===== src/rtl/corefifo_ptr_sync_level_pkg.sv =====
// Shared helpers for the dual-clock FIFO pointer synchronisers:
// gray/binary conversion, bit counting and side selection constants.
package corefifo_pkg;

  localparam int MODE_WR = 0;
  localparam int MODE_RD = 1;

  // Helpers operate on a fixed wide vector; callers zero-extend and truncate.
  localparam int FN_W = 32;

  function automatic int depth_of(input int addr_width);
    return 1 << addr_width;
  endfunction

  function automatic logic [FN_W-1:0] g2b(input logic [FN_W-1:0] g);
    logic [FN_W-1:0] b;
    b[FN_W-1] = g[FN_W-1];
    for (int i = FN_W - 2; i >= 0; i--) begin
      b[i] = b[i+1] ^ g[i];
    end
    return b;
  endfunction

  function automatic int popcount(input logic [FN_W-1:0] v);
    int n;
    n = 0;
    for (int i = 0; i < FN_W; i++) begin
      n += int'(v[i]);
    end
    return n;
  endfunction

endpackage


===== src/rtl/corefifo_ptr_sync_level_if.sv =====
// Pointer and status bundle between a FIFO side controller and its
// pointer synchroniser.
interface corefifo_ptr_sync_level_if #(
  parameter int ADDRWIDTH = 3
);

  localparam int PW = ADDRWIDTH + 1;

  logic [PW-1:0] gray_in;
  logic [PW-1:0] local_ptr;
  logic [PW-1:0] sync_gray_out;
  logic [PW-1:0] sync_bin_out;
  logic          ptr_upd;
  logic          gray_err;
  logic [PW-1:0] level;
  logic          flag;
  logic          thr_flag;
  logic          level_err;

  modport master (
    output gray_in, local_ptr,
    input  sync_gray_out, sync_bin_out, ptr_upd, gray_err,
    input  level, flag, thr_flag, level_err
  );

  modport slave (
    input  gray_in, local_ptr,
    output sync_gray_out, sync_bin_out, ptr_upd, gray_err,
    output level, flag, thr_flag, level_err
  );

endinterface


===== src/rtl/corefifo_ptr_sync_level_sync_chain.sv =====
// Plain multi-flop synchroniser for a gray-coded pointer crossing into clk.
module corefifo_sync_chain #(
  parameter int WIDTH  = 4,
  parameter int STAGES = 2
) (
  input  logic             clk,
  input  logic             rstn,
  input  logic [WIDTH-1:0] d_i,
  output logic [WIDTH-1:0] q_o
);

  logic [WIDTH-1:0] stage_q [STAGES];

  always_ff @(posedge clk or negedge rstn) begin
    if (!rstn) begin
      for (int k = 0; k < STAGES; k++) begin
        stage_q[k] <= '0;
      end
    end else begin
      stage_q[0] <= d_i;
      for (int k = 1; k < STAGES; k++) begin
        stage_q[k] <= stage_q[k-1];
      end
    end
  end

  assign q_o = stage_q[STAGES-1];

endmodule


===== src/rtl/corefifo_ptr_sync_level.sv =====
// Remote pointer synchroniser plus registered occupancy and full/empty and
// threshold flags for one side of the dual-clock FIFO.
module corefifo_ptr_sync_level
  import corefifo_pkg::*;
#(
  parameter int ADDRWIDTH   = 3,
  parameter int SYNC_STAGES = 2,
  parameter int MODE        = 0,
  parameter int THRESH      = 6
) (
  input logic                      clk,
  input logic                      rstn,
  corefifo_ptr_sync_level_if.slave bus
);

  localparam int PW    = ADDRWIDTH + 1;
  localparam int DEPTH = depth_of(ADDRWIDTH);

  localparam logic [PW-1:0] DEPTH_V  = PW'(DEPTH);
  localparam logic [PW-1:0] THRESH_V = PW'(THRESH);
  localparam logic          RST_RD   = (MODE == MODE_RD);

  if (SYNC_STAGES < 2 || SYNC_STAGES > 4) begin : g_bad_stages
    $error("corefifo_ptr_sync_level: SYNC_STAGES must be 2..4");
  end
  if (MODE != MODE_WR && MODE != MODE_RD) begin : g_bad_mode
    $error("corefifo_ptr_sync_level: MODE must be 0 or 1");
  end
  if (THRESH < 0 || THRESH > DEPTH) begin : g_bad_thresh
    $error("corefifo_ptr_sync_level: THRESH must be 0..DEPTH");
  end
  if (ADDRWIDTH < 1 || ADDRWIDTH > 30) begin : g_bad_addr
    $error("corefifo_ptr_sync_level: ADDRWIDTH must be 1..30");
  end

  logic [PW-1:0] syncGray;

  corefifo_sync_chain #(
    .WIDTH  (PW),
    .STAGES (SYNC_STAGES)
  ) u_chain (
    .clk  (clk),
    .rstn (rstn),
    .d_i  (bus.gray_in),
    .q_o  (syncGray)
  );

  logic [PW-1:0] grayPrev_q;
  logic [PW-1:0] syncBin_q,  syncBin_d;
  logic          ptrUpd_q,   ptrUpd_d;
  logic          grayErr_q,  grayErr_d;
  logic [PW-1:0] level_q,    level_d;
  logic          flag_q,     flag_d;
  logic          thrFlag_q,  thrFlag_d;
  logic          levelErr_q, levelErr_d;

  // Stage B: decode the synchronised sample and compare it with the last one.
  always_comb begin
    syncBin_d = PW'(g2b(FN_W'(syncGray)));
    ptrUpd_d  = (syncGray != grayPrev_q);
    grayErr_d = (popcount(FN_W'(syncGray ^ grayPrev_q)) > 1);
  end

  // Stage C: modular pointer difference; flags use the raw difference even
  // when it is out of range so a corrupted pointer is not masked.
  always_comb begin
    level_d    = '0;
    flag_d     = 1'b0;
    thrFlag_d  = 1'b0;
    if (MODE == MODE_WR) begin
      level_d   = bus.local_ptr - syncBin_q;
      flag_d    = (level_d == DEPTH_V);
      thrFlag_d = (level_d >= THRESH_V);
    end else begin
      level_d   = syncBin_q - bus.local_ptr;
      flag_d    = (level_d == '0);
      thrFlag_d = (level_d <= THRESH_V);
    end
    levelErr_d = levelErr_q | (level_d > DEPTH_V);
  end

  always_ff @(posedge clk or negedge rstn) begin
    if (!rstn) begin
      grayPrev_q <= '0;
      syncBin_q  <= '0;
      ptrUpd_q   <= 1'b0;
      grayErr_q  <= 1'b0;
      level_q    <= '0;
      flag_q     <= RST_RD;
      thrFlag_q  <= RST_RD;
      levelErr_q <= 1'b0;
    end else begin
      grayPrev_q <= syncGray;
      syncBin_q  <= syncBin_d;
      ptrUpd_q   <= ptrUpd_d;
      grayErr_q  <= grayErr_d;
      level_q    <= level_d;
      flag_q     <= flag_d;
      thrFlag_q  <= thrFlag_d;
      levelErr_q <= levelErr_d;
    end
  end

  assign bus.sync_gray_out = syncGray;
  assign bus.sync_bin_out  = syncBin_q;
  assign bus.ptr_upd       = ptrUpd_q;
  assign bus.gray_err      = grayErr_q;
  assign bus.level         = level_q;
  assign bus.flag          = flag_q;
  assign bus.thr_flag      = thrFlag_q;
  assign bus.level_err     = levelErr_q;

endmodule


===== src/flat_wrapper.sv =====
// flat-port wrapper written by rule: the top's interface ports become plain ports
module corefifo_ptr_sync_level_flat import corefifo_pkg::*;
#(
  parameter int ADDRWIDTH   = 3,
  parameter int SYNC_STAGES = 2,
  parameter int MODE        = 0,
  parameter int THRESH      = 6
)
  (clk, rstn, bus_gray_in, bus_local_ptr, bus_sync_gray_out, bus_sync_bin_out, bus_ptr_upd, bus_gray_err, bus_level, bus_flag, bus_thr_flag, bus_level_err);
  corefifo_ptr_sync_level_if #(.ADDRWIDTH(ADDRWIDTH)) bus_i ();
  input logic clk;
  input logic rstn;
  input wire logic [$bits(bus_i.gray_in)-1:0] bus_gray_in;
  input wire logic [$bits(bus_i.local_ptr)-1:0] bus_local_ptr;
  output wire logic [$bits(bus_i.sync_gray_out)-1:0] bus_sync_gray_out;
  output wire logic [$bits(bus_i.sync_bin_out)-1:0] bus_sync_bin_out;
  output wire logic [$bits(bus_i.ptr_upd)-1:0] bus_ptr_upd;
  output wire logic [$bits(bus_i.gray_err)-1:0] bus_gray_err;
  output wire logic [$bits(bus_i.level)-1:0] bus_level;
  output wire logic [$bits(bus_i.flag)-1:0] bus_flag;
  output wire logic [$bits(bus_i.thr_flag)-1:0] bus_thr_flag;
  output wire logic [$bits(bus_i.level_err)-1:0] bus_level_err;
  assign bus_i.gray_in = bus_gray_in;
  assign bus_i.local_ptr = bus_local_ptr;
  assign bus_sync_gray_out = bus_i.sync_gray_out;
  assign bus_sync_bin_out = bus_i.sync_bin_out;
  assign bus_ptr_upd = bus_i.ptr_upd;
  assign bus_gray_err = bus_i.gray_err;
  assign bus_level = bus_i.level;
  assign bus_flag = bus_i.flag;
  assign bus_thr_flag = bus_i.thr_flag;
  assign bus_level_err = bus_i.level_err;
  corefifo_ptr_sync_level #(.ADDRWIDTH(ADDRWIDTH), .SYNC_STAGES(SYNC_STAGES), .MODE(MODE), .THRESH(THRESH)) u_core (.clk(clk), .rstn(rstn), .bus(bus_i));
endmodule

===== config.mk =====
export PLATFORM = sky130hd
export DESIGN_NAME = corefifo_ptr_sync_level_flat
export DESIGN_NICKNAME = d
export VERILOG_FILES = /design/src/rtl/corefifo_ptr_sync_level_pkg.sv /design/src/rtl/corefifo_ptr_sync_level_if.sv /design/src/rtl/corefifo_ptr_sync_level_sync_chain.sv /design/src/rtl/corefifo_ptr_sync_level.sv /design/src/flat_wrapper.sv
export SDC_FILE = /design/constraint.sdc
export NUM_CORES = 1
export LEC_CHECK = 0
export ABC_AREA = 0
export ABC_CLOCK_PERIOD_IN_PS = 1540
export BUFFER_PORTS_ARGS = -buffer_cell sky130_fd_sc_hd__buf_4
export CORE_ASPECT_RATIO = 1.1
export CORE_MARGIN = 2
export CORE_UTILIZATION = 30
export CTS_BUF_LIST = sky130_fd_sc_hd__clkbuf_4 sky130_fd_sc_hd__clkbuf_8
export DETAILED_ROUTE_END_ITERATION = 7
export GPL_TIMING_DRIVEN = 0
export MAX_ROUTING_LAYER = met4
export PLACE_DENSITY_LB_ADDON = 0.25
export SETUP_SLACK_MARGIN = 0.1
export SYNTH_ARGS = -nofsm -noshare
export SYNTH_HDL_FRONTEND = slang
export SYNTH_SLANG_ARGS = --single-unit

===== constraint.sdc =====
create_clock -name clk -period 1.54 [get_ports clk]
set_clock_uncertainty 0.15 [all_clocks]
set_input_delay 0.154 -clock clk [delete_from_list [all_inputs] [get_ports clk]]
set_output_delay 0.154 -clock clk [all_outputs]
set_load 0.03 [all_outputs]

== After elaboration in Yosys (flattened, before gate mapping) ==
Index checks and enable logic that the tools add are counted.

* Output and inout bits: 17
* Input port bits: 10
* Word-level logic and storage cells: 52
* Register bits after elaboration: 25

* Add/subtract/negate cells: 32
* Magnitude comparators: 3
* Eq/ne operators: 2
* Bitwise gates (word level): 5

{| class="wikitable"
|+ Operators by type and width
! operator !! count
|-
| adder 32 x 2 -> 32 bit (second input constant) || 28
|-
| adder 32 x 2 -> 32 bit || 2
|-
| > comparator 32 x 2 -> 1 bit (second input constant) || 1
|-
| == test 4 bit (second input constant) || 1
|-
| greater-or-equal comparator 4 x 3 -> 1 bit (second input constant) || 1
|-
| > comparator 4 bit (second input constant) || 1
|-
| inequality test 4 bit || 1
|-
| subtractor 4 bit || 1
|-
| bitwise XOR 4 bit || 1
|-
| bitwise XOR 1 bit || 3
|-
| adder 1 x 1 -> 2 bit || 1
|-
| OR 1 bit || 1
|}

== Depth between registers and ports, before layout ==
Gate-level depths: netlist of run 1.

* Depth in word-level cells: 33
* Gate-level depth with buffers: 6

== Modules after synthesis ==
A second synthesis of run 1 with hierarchy kept.

* Cell total of the unflattened synthesis: 66
* Area, all modules: 917.1 um^2

{| class="wikitable"
|+ Modules (own cells, without submodules)
! module !! cells an instance !! area each (um^2) !! times used !! sequential area each (um^2)
|-
| corefifo_ptr_sync_level || 54 || 686.9 || 1 || 400.4
|-
| corefifo_sync_chain || 12 || 230.2 || 1 || 200.2
|}

== Worst setup path before layout of run 1 ==
No wires, ideal clock.

* Path type: register to register
* From: register u_core.syncBin_q[0], in the netlist u_core.bus.sync_bin_out[0]
* To: register u_core.levelErr_q, in the netlist u_core.bus.level_err
* Cell stages (with the launch flop): 6
* Buffers on the path: 0
* Setup slack: -0.310 ns
* Arrival time: 1.604 ns
* Cells stage by stage: dfrtp_1 -> ha_1 -> fa_1 -> xnor2_1 -> nor2_1 -> o31ai_1

* Cells in the longest elaborated chain, start to end: 3

{| class="wikitable"
|+ Ends and longest elaborated chain
! element !! line !! RTL
|-
| start: declaration || corefifo_ptr_sync_level.sv:49 || <nowiki>logic [PW-1:0] syncBin_q, syncBin_d;</nowiki>
|-
| start signal: assignment || corefifo_ptr_sync_level.sv:94 || <nowiki>syncBin_q <= syncBin_d;</nowiki>
|-
| subtractor 4 bit || corefifo_ptr_sync_level.sv:71 || <nowiki>level_d = bus.local_ptr - syncBin_q;</nowiki>
|-
| net u_core.level_d[2] || corefifo_ptr_sync_level.sv:52 || <nowiki>logic [PW-1:0] level_q, level_d;</nowiki>
|-
| > comparator 4 bit || corefifo_ptr_sync_level.sv:79 || <nowiki>levelErr_d = levelErr_q | (level_d > DEPTH_V);</nowiki>
|-
| OR 1 bit || corefifo_ptr_sync_level.sv:79 ||
|-
| net u_core.levelErr_d || corefifo_ptr_sync_level.sv:55 || <nowiki>logic levelErr_q, levelErr_d;</nowiki>
|-
| end signal: assignment || corefifo_ptr_sync_level.sv:100 || <nowiki>levelErr_q <= levelErr_d;</nowiki>
|-
| end: declaration || corefifo_ptr_sync_level.sv:55 ||
|}

The timed path passes the listed nets, and every way through them passes these cells.

== Worst setup path in the final report of run 1 ==
* From: register u_core.syncBin_q[0], in the netlist u_core.bus.sync_bin_out[0]
* To: register u_core.flag_q, in the netlist u_core.bus.flag

* Cells in the longest elaborated chain, start to end: 2

{| class="wikitable"
|+ Ends and longest elaborated chain
! element !! line !! RTL
|-
| subtractor 4 bit || corefifo_ptr_sync_level.sv:71 ||
|-
| net u_core.level_d[2] || corefifo_ptr_sync_level.sv:52 ||
|-
| == test 4 bit || corefifo_ptr_sync_level.sv:72 || <nowiki>flag_d = (level_d == DEPTH_V);</nowiki>
|-
| net u_core.flag_d || corefifo_ptr_sync_level.sv:53 || <nowiki>logic flag_q, flag_d;</nowiki>
|-
| end signal: assignment || corefifo_ptr_sync_level.sv:98 || <nowiki>flag_q <= flag_d;</nowiki>
|-
| end: declaration || corefifo_ptr_sync_level.sv:53 ||
|}

The timed path passes the listed nets, and every way through them passes these cells.

==> results.yml, run 1 <==
setup_path:
  path_cells: "ha_4 -> fa_2 -> xnor2_4 -> nor4_2"
  path_class: "register to register"
  path_delay_family: "adder cells"
  critPathCaptureType: "register"
  crit_path_max_incr_delay_ns: 0.45
  start_kind: "register"
  required_ns: 1.62
  critical-path-slowest-cell: "dfrtp_2"
  worstPathMaxFanout: 4
  path_buf_inv: 0
  critPathArrivalTime_ns: 1.74
timing:
  relSlewSlack_pct: 78.5
  min_period_ns: 1.66
  finalSetupTns_ns: -0.309
  setup_viol_count_final: 4
  min_period_over_period_pct: 108
  final_max_slew_viol_count: 0
  fmax_mhz: 602
  rsz0062_at_grt: "yes"
  hold_viol: 0
  worst_pin_slew_ns: 0.321
  fin_ws_ns: -0.120
synthesis:
  syn_avg_cell_area_um2: 13.2
  synthCells: 70
  ys_ff_latch: 24
  ys_async_sr_fraction_pct: 100
  synth_nets: 87
  syn-cell-area_um2: 926
  synth-seq-area-share_pct: 64.9
  synth.distinct_cells: 16
  synth_flop_cell: "dfrtp_1"
  synth.most_common_cell: "dfrtp_1"
  synth_top_area_cell: "dfrtp_1"
  synth.top_cell.area_share_pct: 64.9
  ys_warn_count: 0
  synth_edf_count: 0
  synth_common_cells: "dfrtp_1, inv_1, ha_1, xor2_1, buf_4"
  synthTopCellsByArea: "dfrtp_1, ha_1, xor2_1"
route:
  ant_nets: 0
  via_per_inst: 4.12
  drt_iter0_markers: 12
  vias: 585
  drtPass1Iterations: 3
  drcViolationCount: 0
  wire_per_inst_um: 10.9
  drt-total-wl_mm: 1.55
cts:
  clock_sinks: 24
  clk_pin_slew_worst_paths_ns: 0.14
  htreeDepth: 1
  insertion_delay_ns: 0.31
  cts_buffers: 3
  cts_root_buf: "clkbuf_4"
  cts_tree: "built"
  clockBufferDepth: 2
power_and_ir_drop:
  p_switching_w: 0.000527
  pwr-share-comb_pct: 30.9
  swShare_pct: 30.4
  leakagePower_nw: 0.668
  irDropWorstVdd_uv: 651
  clockPowerShare_pct: 26.0
  power_frac_seq_pct: 43.1
  p_int_w: 0.00121
  power.density_nw_per_um2: 1250
outcome:
  status: "finished, violations left"
  violations: "setup timing"
floorplanning:
  die-area_um2: 3550
  io_pins: 27
  fp.coreArea_um2: 3000
  die_w_um: 57.0
  rows: 21
  chipHeight_um: 62.3
  start_util_pct: 30.9
grt:
  grt_max_degree: 25
  antenna_found_initial: 0
  grt_pass1_vias: 593
  grt-ovfl-total: 0
  grt_pass1_wl_mm: 2.55
  groute.usage.overall_pct: 9.58
finish:
  area_delta_synth_final_pct: 50.1
  fillCellCount: 284
  n_antenna_cell: 0
  fin_util_pct: 46.4
  multi_input_area_um2: 335
  finalNetCount: 126
  layout-drive-gt1-share_pct: 51.9
  regArea_um2: 606
hold_path:
  hp-class: "primary input to register"
placed_design:
  io_buffers: 26
  post-dp-hpwl_mm: 1.07
  finalWeightedCongestion: 0.680
job:
  max-cap-violations: 0
## cell usage in the layout (no fill, tap or decap)
cell type / instances
or2_4: 1
nand3b_1: 1
xnor2_4: 1
o21ai_0: 1
o21ai_1: 1
ha_2: 1
clkbuf_4: 3
nor4_2: 1
a21oi_2: 2
bufinv_16: 1
inv_2: 3
buf_4: 31
dfrtp_2: 4
fa_2: 1
xnor2_2: 1
ha_1: 2
nor2_1: 3
ha_4: 3
inv_1: 7
xor2_1: 6
o31ai_1: 1
dlygate4sd3_1: 5
dfrtp_1: 20
and3_1: 1
nand2_1: 3
buf_6: 3
xnor2_1: 1
## logic make-up after synthesis
logic type | share of synthesized area, %
AOI/OAI and AO/OA | 2.97
xor gates and xnor gates | 8.51
adders and majority gates | 10.3
buffers and inverters | 8.11
DFF | 64.9
and+or+nand+nor | 5.27
## power by group through the flow
stage | combinational (W) | sequential [W] | clock [W]
after floorplan | 0.000170 | 0.000888 | 0
after global placement | 0.000467 | 0.000758 | 0
after detailed placement | 0.000475 | 0.000762 | 0
after CTS | 0.000520 | 0.000749 | 0.000473
after global routing | 0.000578 | 0.000760 | 0.000494
final | 0.000536 | 0.000747 | 0.000450
## registers in the layout (all words and copies together) (netlist names)
name,count
u_core.u_chain.stage_q,4
u_core.bus.sync_bin_out,3
u_core.bus.gray_err,1
u_core.bus.thr_flag,1
u_core.bus.level,4
u_core.grayPrev_q,4
u_core.bus.flag,1
u_core.u_chain.q_o,4
u_core.bus.level_err,1
u_core.bus.ptr_upd,1
## metal layers
metal  part of all wire [%]  wire [µm]  vias to the layer above  global-route usage (%)
met5                      0          0                        -                       -
met4                   0.91         14                        0                    3.49
met3                    8.2        127                        2                    3.33
met2                     52        797                       23                    15.7
met1                     39        606                      270                    10.8
li1                       -          -                      290                       -
## worst register-to-register path, stage by stage (launching register included)
cell     delay (ns)
dfrtp_2        0.45
ha_4           0.16
fa_2           0.37
xnor2_4        0.16
nor4_2         0.28
## path summary, 6_finish.rpt
| path | cells past startpoint | endpoint | from | slack (ns) |
|---|---|---|---|---|
| max | 4 | u_core.bus.flag$_DFF_PN0_ | u_core.bus.sync_bin_out[0]$_DFF_PN0_ | -0.12 |
| min | 4 | u_core.bus.level[0]$_DFF_PN0_ | bus_local_ptr[0] | 0.06 |
| max in group asynchronous | 2 | u_core.u_chain.q_o[0]$_DFF_PN0_ | rstn | 0.89 |
| max reg2reg | 4 | u_core.bus.flag$_DFF_PN0_ | u_core.bus.sync_bin_out[0]$_DFF_PN0_ | -0.12 |
| min reg2reg | 0 | u_core.u_chain.q_o[2]$_DFF_PN0_ | u_core.u_chain.stage_q[6]$_DFF_PN0_ | 0.21 |
| min in group asynchronous | 2 | u_core.bus.level[2]$_DFF_PN0_ | rstn | 0.11 |
## stage by stage
| stage | cell area [µm²] | setup WS [ns] | instances | power, W | hold slack (ns) |
|---|---|---|---|---|---|
| after floorplan | 968 | -0.106 | 70 | 0.00106 | -0.292 |
| after global placement | 1210 | -0.0942 | 130 | 0.00123 | -0.0879 |
| final | 1390 | -0.120 | 142 | 0.00173 | 0.0576 |
| after detailed placement | 1210 | -0.124 | 130 | 0.00124 | -0.0809 |
| after CTS | 1350 | -0.124 | 140 | 0.00174 | 0.0457 |
| after global routing | 1390 | -0.192 | 142 | 0.00183 | 0.0462 |
## layout make-up
type | count | share of cell area [%]
repair buffers | 34 | 19.8
clock buffers | 3 | 1.62
clock inverters | 1 | 2.16
plain buffers | 5 | 2.97
inverters | 10 | 2.70
well taps | 34 | 3.06
flip-flops and latches | 24 | 43.6
multi-input cells | 31 | 24.1
## timing repair
item,CTS,global route
cloned,0,0
endpoints found under the setup margin,6,9
pin swaps,0,3
hold endpoints to repair,28,0
hold buffers,5,0
setup buffers,1,3
gates resized for setup,6,8
Power figures use the tool's default switching activity.
==> run 2: changes to the inputs <==
--- a/config.mk
+++ b/config.mk
@@ -8,7 +8,9 @@
 export ABC_AREA = 0
 export ABC_CLOCK_PERIOD_IN_PS = 1540
 export BUFFER_PORTS_ARGS = -buffer_cell sky130_fd_sc_hd__buf_4
-export CORE_ASPECT_RATIO = 1.1
+export CELL_PAD_IN_SITES_DETAIL_PLACEMENT = 1
+export CELL_PAD_IN_SITES_GLOBAL_PLACEMENT = 2
+export CORE_ASPECT_RATIO = 0.6
 export CORE_MARGIN = 2
 export CORE_UTILIZATION = 30
 export CTS_BUF_LIST = sky130_fd_sc_hd__clkbuf_4 sky130_fd_sc_hd__clkbuf_8
==> run 2 against run 1 <==
Compared with the run above: the flow still finishes with violations (setup timing); fmax shrank 3.1%; critical path type unchanged; register-to-register slack lost 0.05 ns; sequential share of layout area shrank 3.3 points; hold slack gained 0.092 ns; combinational power grew 21%; critical endpoint unchanged; total power grew 12%; clock power grew 20%.
==> results.yml, run 2 (synthesis results as in run 1) <==
hold_path:
  hp-class: "primary input to register"
  min-delay-start: "bus_local_ptr[0]"
setup_path:
  required_ns: 1.57
  critPathArrivalTime_ns: 1.74
  critPathCaptureType: "register"
  crit_path_start: "u_core.bus.sync_bin_out[0]$_DFF_PN0_"
  reg2reg_from: "u_core.bus.sync_bin_out[0]$_DFF_PN0_"
  path_class: "register to register"
  worstPathMaxFanout: 2
  start_kind: "register"
grt:
  grt_pass1_vias: 649
  grt_pass1_wl_mm: 2.99
  grt-ovfl-total: 0
  grt_max_degree: 25
  antenna_found_initial: 0
  groute.usage.overall_pct: 12.2
timing:
  hold_ws_ns: 0.150
  setup_viol_count_final: 5
  relSlewSlack_pct: 76.0
  hold_viol: 0
  rsz0062_at_grt: "yes"
  fmax_mhz: 584
  min_period_over_period_pct: 111
  fin_ws_ns: -0.172
  min_period_ns: 1.71
  worst_pin_slew_ns: 0.358
  final_max_slew_viol_count: 0
placed_design:
  post-dp-hpwl_mm: 1.42
  io_buffers: 26
  finalWeightedCongestion: 0.641
  placed_cells: 138
  pre_cts_ws_ns: -0.185
  placed_area_um2: 1220
route:
  drt_iter0_markers: 8
  via_per_inst: 4.04
  drcViolationCount: 0
  ant_nets: 0
  wire_per_inst_um: 12.5
  drtPass1Iterations: 2
  vias: 642
  drt-total-wl_mm: 1.99
power_and_ir_drop:
  leakagePower_nw: 0.723
  irDropWorstVdd_uv: 482
  power.density_nw_per_um2: 1290
floorplanning:
  io_pins: 27
  rows: 15
  die_w_um: 75.7
  die-area_um2: 3560
  start_util_pct: 31.8
  chipHeight_um: 47.0
  fp.coreArea_um2: 2910
finish:
  n_antenna_cell: 0
  fin_util_pct: 51.7
  fin_area_um2: 1500
  area_delta_synth_final_pct: 62.3
  fillCellCount: 307
  layout_common_cells: "buf_4, dfrtp_1, inv_1"
  finalNetCount: 135
  layout_commonest_cell: "buf_4"
  fin_cells: 159
  multi_input_area_um2: 348
  layout-drive-gt1-share_pct: 56.4
  regArea_um2: 606
cts:
  cts_root_buf: "clkbuf_8"
  clockBufferDepth: 2
  cts_buffers: 3
  cts_tree: "built"
  insertion_delay_ns: 0.26
  htreeDepth: 1
  clk_pin_slew_worst_paths_ns: 0.08
  clock_sinks: 24
outcome:
  violations: "setup timing"
  status: "finished, violations left"
job:
  max-cap-violations: 0
[run 2: cell type report]
cell class / count / share of cell area (%)
clock buffer: 3 / 2.75
clock inverter: 1 / 2.00
multi-input combinational: 31 / 23.1
buffer: 5 / 2.50
timing repair buffer: 43 / 23.3
tap: 42 / 3.50
inverter: 10 / 2.50
sequential: 24 / 40.3
[run 2: worst paths after layout]
| path | to | slack, ns | cells after the start |
|---|---|---|---|
| max | u_core.bus.flag$_DFF_PN0_ | -0.17 | 4 |
| min | u_core.bus.level[0]$_DFF_PN0_ | 0.15 | 4 |
| max reg2reg | u_core.bus.flag$_DFF_PN0_ | -0.17 | 4 |
| min reg2reg | u_core.u_chain.q_o[0]$_DFF_PN0_ | 0.21 | 0 |
| max in group asynchronous | u_core.bus.sync_bin_out[1]$_DFF_PN0_ | 0.82 | 2 |
| min in group asynchronous | u_core.grayPrev_q[1]$_DFF_PN0_ | 0.17 | 2 |
[run 2: metal layers]
metal | vias up | share of wire [%] | track usage, %
met4 | 0 | 0.60 | 3.16
met1 | 316 | 45 | 16.3
met2 | 19 | 48 | 17.7
met3 | 2 | 6.4 | 4.51
met5 | - | 0 | -
li1 | 305 | - | -
[run 2: where the power goes]
| part | switching, W | leakage, nW | internal (W) |
|---|---|---|---|
| sequential | 0.0000409 | 0.271 | 0.000710 |
| combinational | 0.000341 | 0.417 | 0.000307 |
| clock | 0.000191 | 0.0357 | 0.000347 |
| total | 0.000573 | 0.723 | 0.00136 |
[run 2: what timing repair did]
action / in CTS / in global routing
buffers inserted: 4 / 8
endpoints found under the setup margin: 8 / 10
endpoints found under the hold margin: 28 / 0
gates resized for setup: 4 / 15
hold buffers: 5 / 0
pin swaps: 3 / 9
[run 2: critical path: stages (launching register included)]
cell and delay [ns]:
dfrtp_2 0.44, ha_4 0.17, fa_2 0.56, nand2_2 0.06, nor4_2 0.24
[run 2: through the flow]
stage,setup TNS [ns],total power (W)
after floorplan,-0.260,0.00106
after global placement,-0.374,0.00124
after detailed placement,-0.448,0.00126
after CTS,-0.487,0.00185
after global routing,-0.885,0.00205
final,-0.524,0.00194
==> run 3: changes to the inputs <==
--- a/config.mk
+++ b/config.mk
@@ -15,10 +15,10 @@
 export CORE_UTILIZATION = 30
 export CTS_BUF_LIST = sky130_fd_sc_hd__clkbuf_4 sky130_fd_sc_hd__clkbuf_8
 export DETAILED_ROUTE_END_ITERATION = 7
-export GPL_TIMING_DRIVEN = 0
 export MAX_ROUTING_LAYER = met4
-export PLACE_DENSITY_LB_ADDON = 0.25
+export PLACE_DENSITY = 0.78
 export SETUP_SLACK_MARGIN = 0.1
+export SLEW_MARGIN = 20
 export SYNTH_ARGS = -nofsm -noshare
 export SYNTH_HDL_FRONTEND = slang
 export SYNTH_SLANG_ARGS = --single-unit
==> run 3 against run 2 <==
Compared with the run above: the run still ends with setup timing left; core utilization fell by 0.86 points; die area unchanged; combinational power about the same; via count decreased by 4.2%; final cell count down 5.7%; hold slack got worse by 0.0035 ns; fmax is 4.2% higher; clock power is 3% higher; sequential share of layout area rose by 0.68 points; global-route usage fell by 0.072 points.
==> results.yml, run 3 (synthesis results as in run 1) <==
power_and_ir_drop:
  pwr-share-comb_pct: 33.1
  power_frac_seq_pct: 38.5
  irDropWorstVdd_uv: 587
  p_switching_w: 0.000596
  swShare_pct: 30.6
  fin_total_pwr_w: 0.00195
  p_int_w: 0.00135
  power.density_nw_per_um2: 1320
  clockPowerShare_pct: 28.4
  leakagePower_nw: 0.678
setup_path:
  path_cells: "ha_4 -> fa_2 -> xnor2_4 -> nor2_2 -> o31ai_1"
  path_class: "register to register"
  path_delay_family: "adder cells"
  crit_path_max_incr_delay_ns: 0.43
  path_buf_inv: 0
  worstPathMaxFanout: 4
  critPathArrivalTime_ns: 1.67
  start_kind: "register"
  critical-path-slowest-cell: "dfrtp_2"
  required_ns: 1.57
  critPathCaptureType: "register"
route:
  drt_iter0_markers: 22
  drcViolationCount: 0
  vias: 615
  wire_per_inst_um: 13.5
  via_per_inst: 4.10
  drt-total-wl_mm: 2.02
  ant_nets: 0
  drtPass1Iterations: 4
grt:
  antenna_found_initial: 0
  grt_max_degree: 25
  grt_pass1_vias: 603
  groute.usage.overall_pct: 12.2
  grt-ovfl-total: 0
  grt_pass1_wl_mm: 2.77
job:
  max-cap-violations: 0
finish:
  layout_commonest_cell: "buf_4"
  layout_common_cells: "buf_4, dfrtp_1"
  finalNetCount: 126
  n_antenna_cell: 0
  layout-drive-gt1-share_pct: 60.2
  fin_cells: 150
  area_delta_synth_final_pct: 59.6
  fin_area_um2: 1480
placed_design:
  io_buffers: 26
  placed_area_um2: 1210
  placed_cells: 137
  post-dp-hpwl_mm: 1.30
  finalWeightedCongestion: 0.716
timing:
  fin_ws_ns: -0.103
  rsz0062_at_grt: "yes"
  fmax_mhz: 609
  worst_pin_slew_ns: 0.389
  min_period_over_period_pct: 107
  min_period_ns: 1.64
  hold_viol: 0
  final_max_slew_viol_count: 0
  relSlewSlack_pct: 74.0
  setup_viol_count_final: 3
cts:
  cts_buffers: 3
  cts_tree: "built"
  clockBufferDepth: 2
  clock_sinks: 24
  cts_root_buf: "clkbuf_8"
  clk_pin_slew_worst_paths_ns: 0.09
  htreeDepth: 1
  insertion_delay_ns: 0.27
outcome:
  status: "finished, violations left"
  violations: "setup timing"
floorplanning:
  die-area_um2: 3560
  io_pins: 27
  die_w_um: 75.7
  fp.coreArea_um2: 2910
  rows: 15
  start_util_pct: 31.8
  chipHeight_um: 47.0
hold_path:
  hp-class: "primary input to register"
## run 3: cell types whose count changed in the layout (fill, tap and decap cells not counted), sizes merged
cell  change
buf       -9
## run 3: path summary, 6_finish.rpt
| kind | startpoint | endpoint | slack (ns) | depth (start not counted) |
|---|---|---|---|---|
| max | u_core.bus.sync_bin_out[0]$_DFF_PN0_ | u_core.bus.level_err$_DFF_PN0_ | -0.10 | 5 |
| min | bus_local_ptr[0] | u_core.bus.level[0]$_DFF_PN0_ | 0.15 | 4 |
| max reg2reg | u_core.bus.sync_bin_out[0]$_DFF_PN0_ | u_core.bus.level_err$_DFF_PN0_ | -0.10 | 5 |
| min reg2reg | u_core.u_chain.stage_q[6]$_DFF_PN0_ | u_core.u_chain.q_o[2]$_DFF_PN0_ | 0.20 | 0 |
| max in group asynchronous | rstn | u_core.bus.sync_bin_out[0]$_DFF_PN0_ | 0.82 | 2 |
| min in group asynchronous | rstn | u_core.bus.flag$_DFF_PN0_ | 0.16 | 2 |
## run 3: what timing repair did
item	4_1_cts	5_1_grt
hold endpoints to repair	28	0
gates resized for setup	5	19
hold buffers	5	0
pin swaps	0	13
buffers inserted	1	3
setup endpoints to repair	6	9
## run 3: through the flow
stage	setup slack (ns)	TNS (ns)	hold WS (ns)	util (%)
6_report	-0.103	-0.233	0.146	50.8
3_3_place_gp	-0.0696	-0.186	-0.0899	41.5
2_1_floorplan	-0.106	-0.260	-0.292	-
4_1_cts	-0.110	-0.313	0.133	46.6
5_1_grt	-0.185	-0.622	0.148	50.8
3_5_place_dp	-0.162	-0.380	-0.0794	41.5
## run 3: power groups by stage
stage	sequential [W]	clock [W]	combinational, W
after global routing	0.000761	0.000593	0.000694
after CTS	0.000751	0.000571	0.000538
after detailed placement	0.000762	0	0.000502
after global placement	0.000757	0	0.000489
final	0.000751	0.000552	0.000645
after floorplan	0.000888	0	0.000170
## run 3: cell type report
| type | count | area, µm² |
|---|---|---|
| clock buffers | 3 | 41.3 |
| clock inverters | 1 | 30.0 |
| fillers | 300 | 1430 |
| inverters | 10 | 37.5 |
| multi-input cells | 31 | 402 |
| flip-flops and latches | 24 | 606 |
| well taps | 42 | 52.6 |
| repair buffers | 39 | 309 |
## run 3: worst min-delay path: cells and delay by family
family                     cells  cell delay [ns]
buffers and inverters          3             0.23
adders and majority gates      1             0.15
## run 3: layer usage
metal  wire length [µm]  track usage [%]  part of all wire [%]  vias to the layer above
met2               1030             18.3                    51                       18
met4                 38             6.32                   1.9                        0
met1                832             14.0                    41                      305
met5                  0                -                     0                        -
li1                   -                -                     -                      288
met3                113             5.15                   5.6                        4
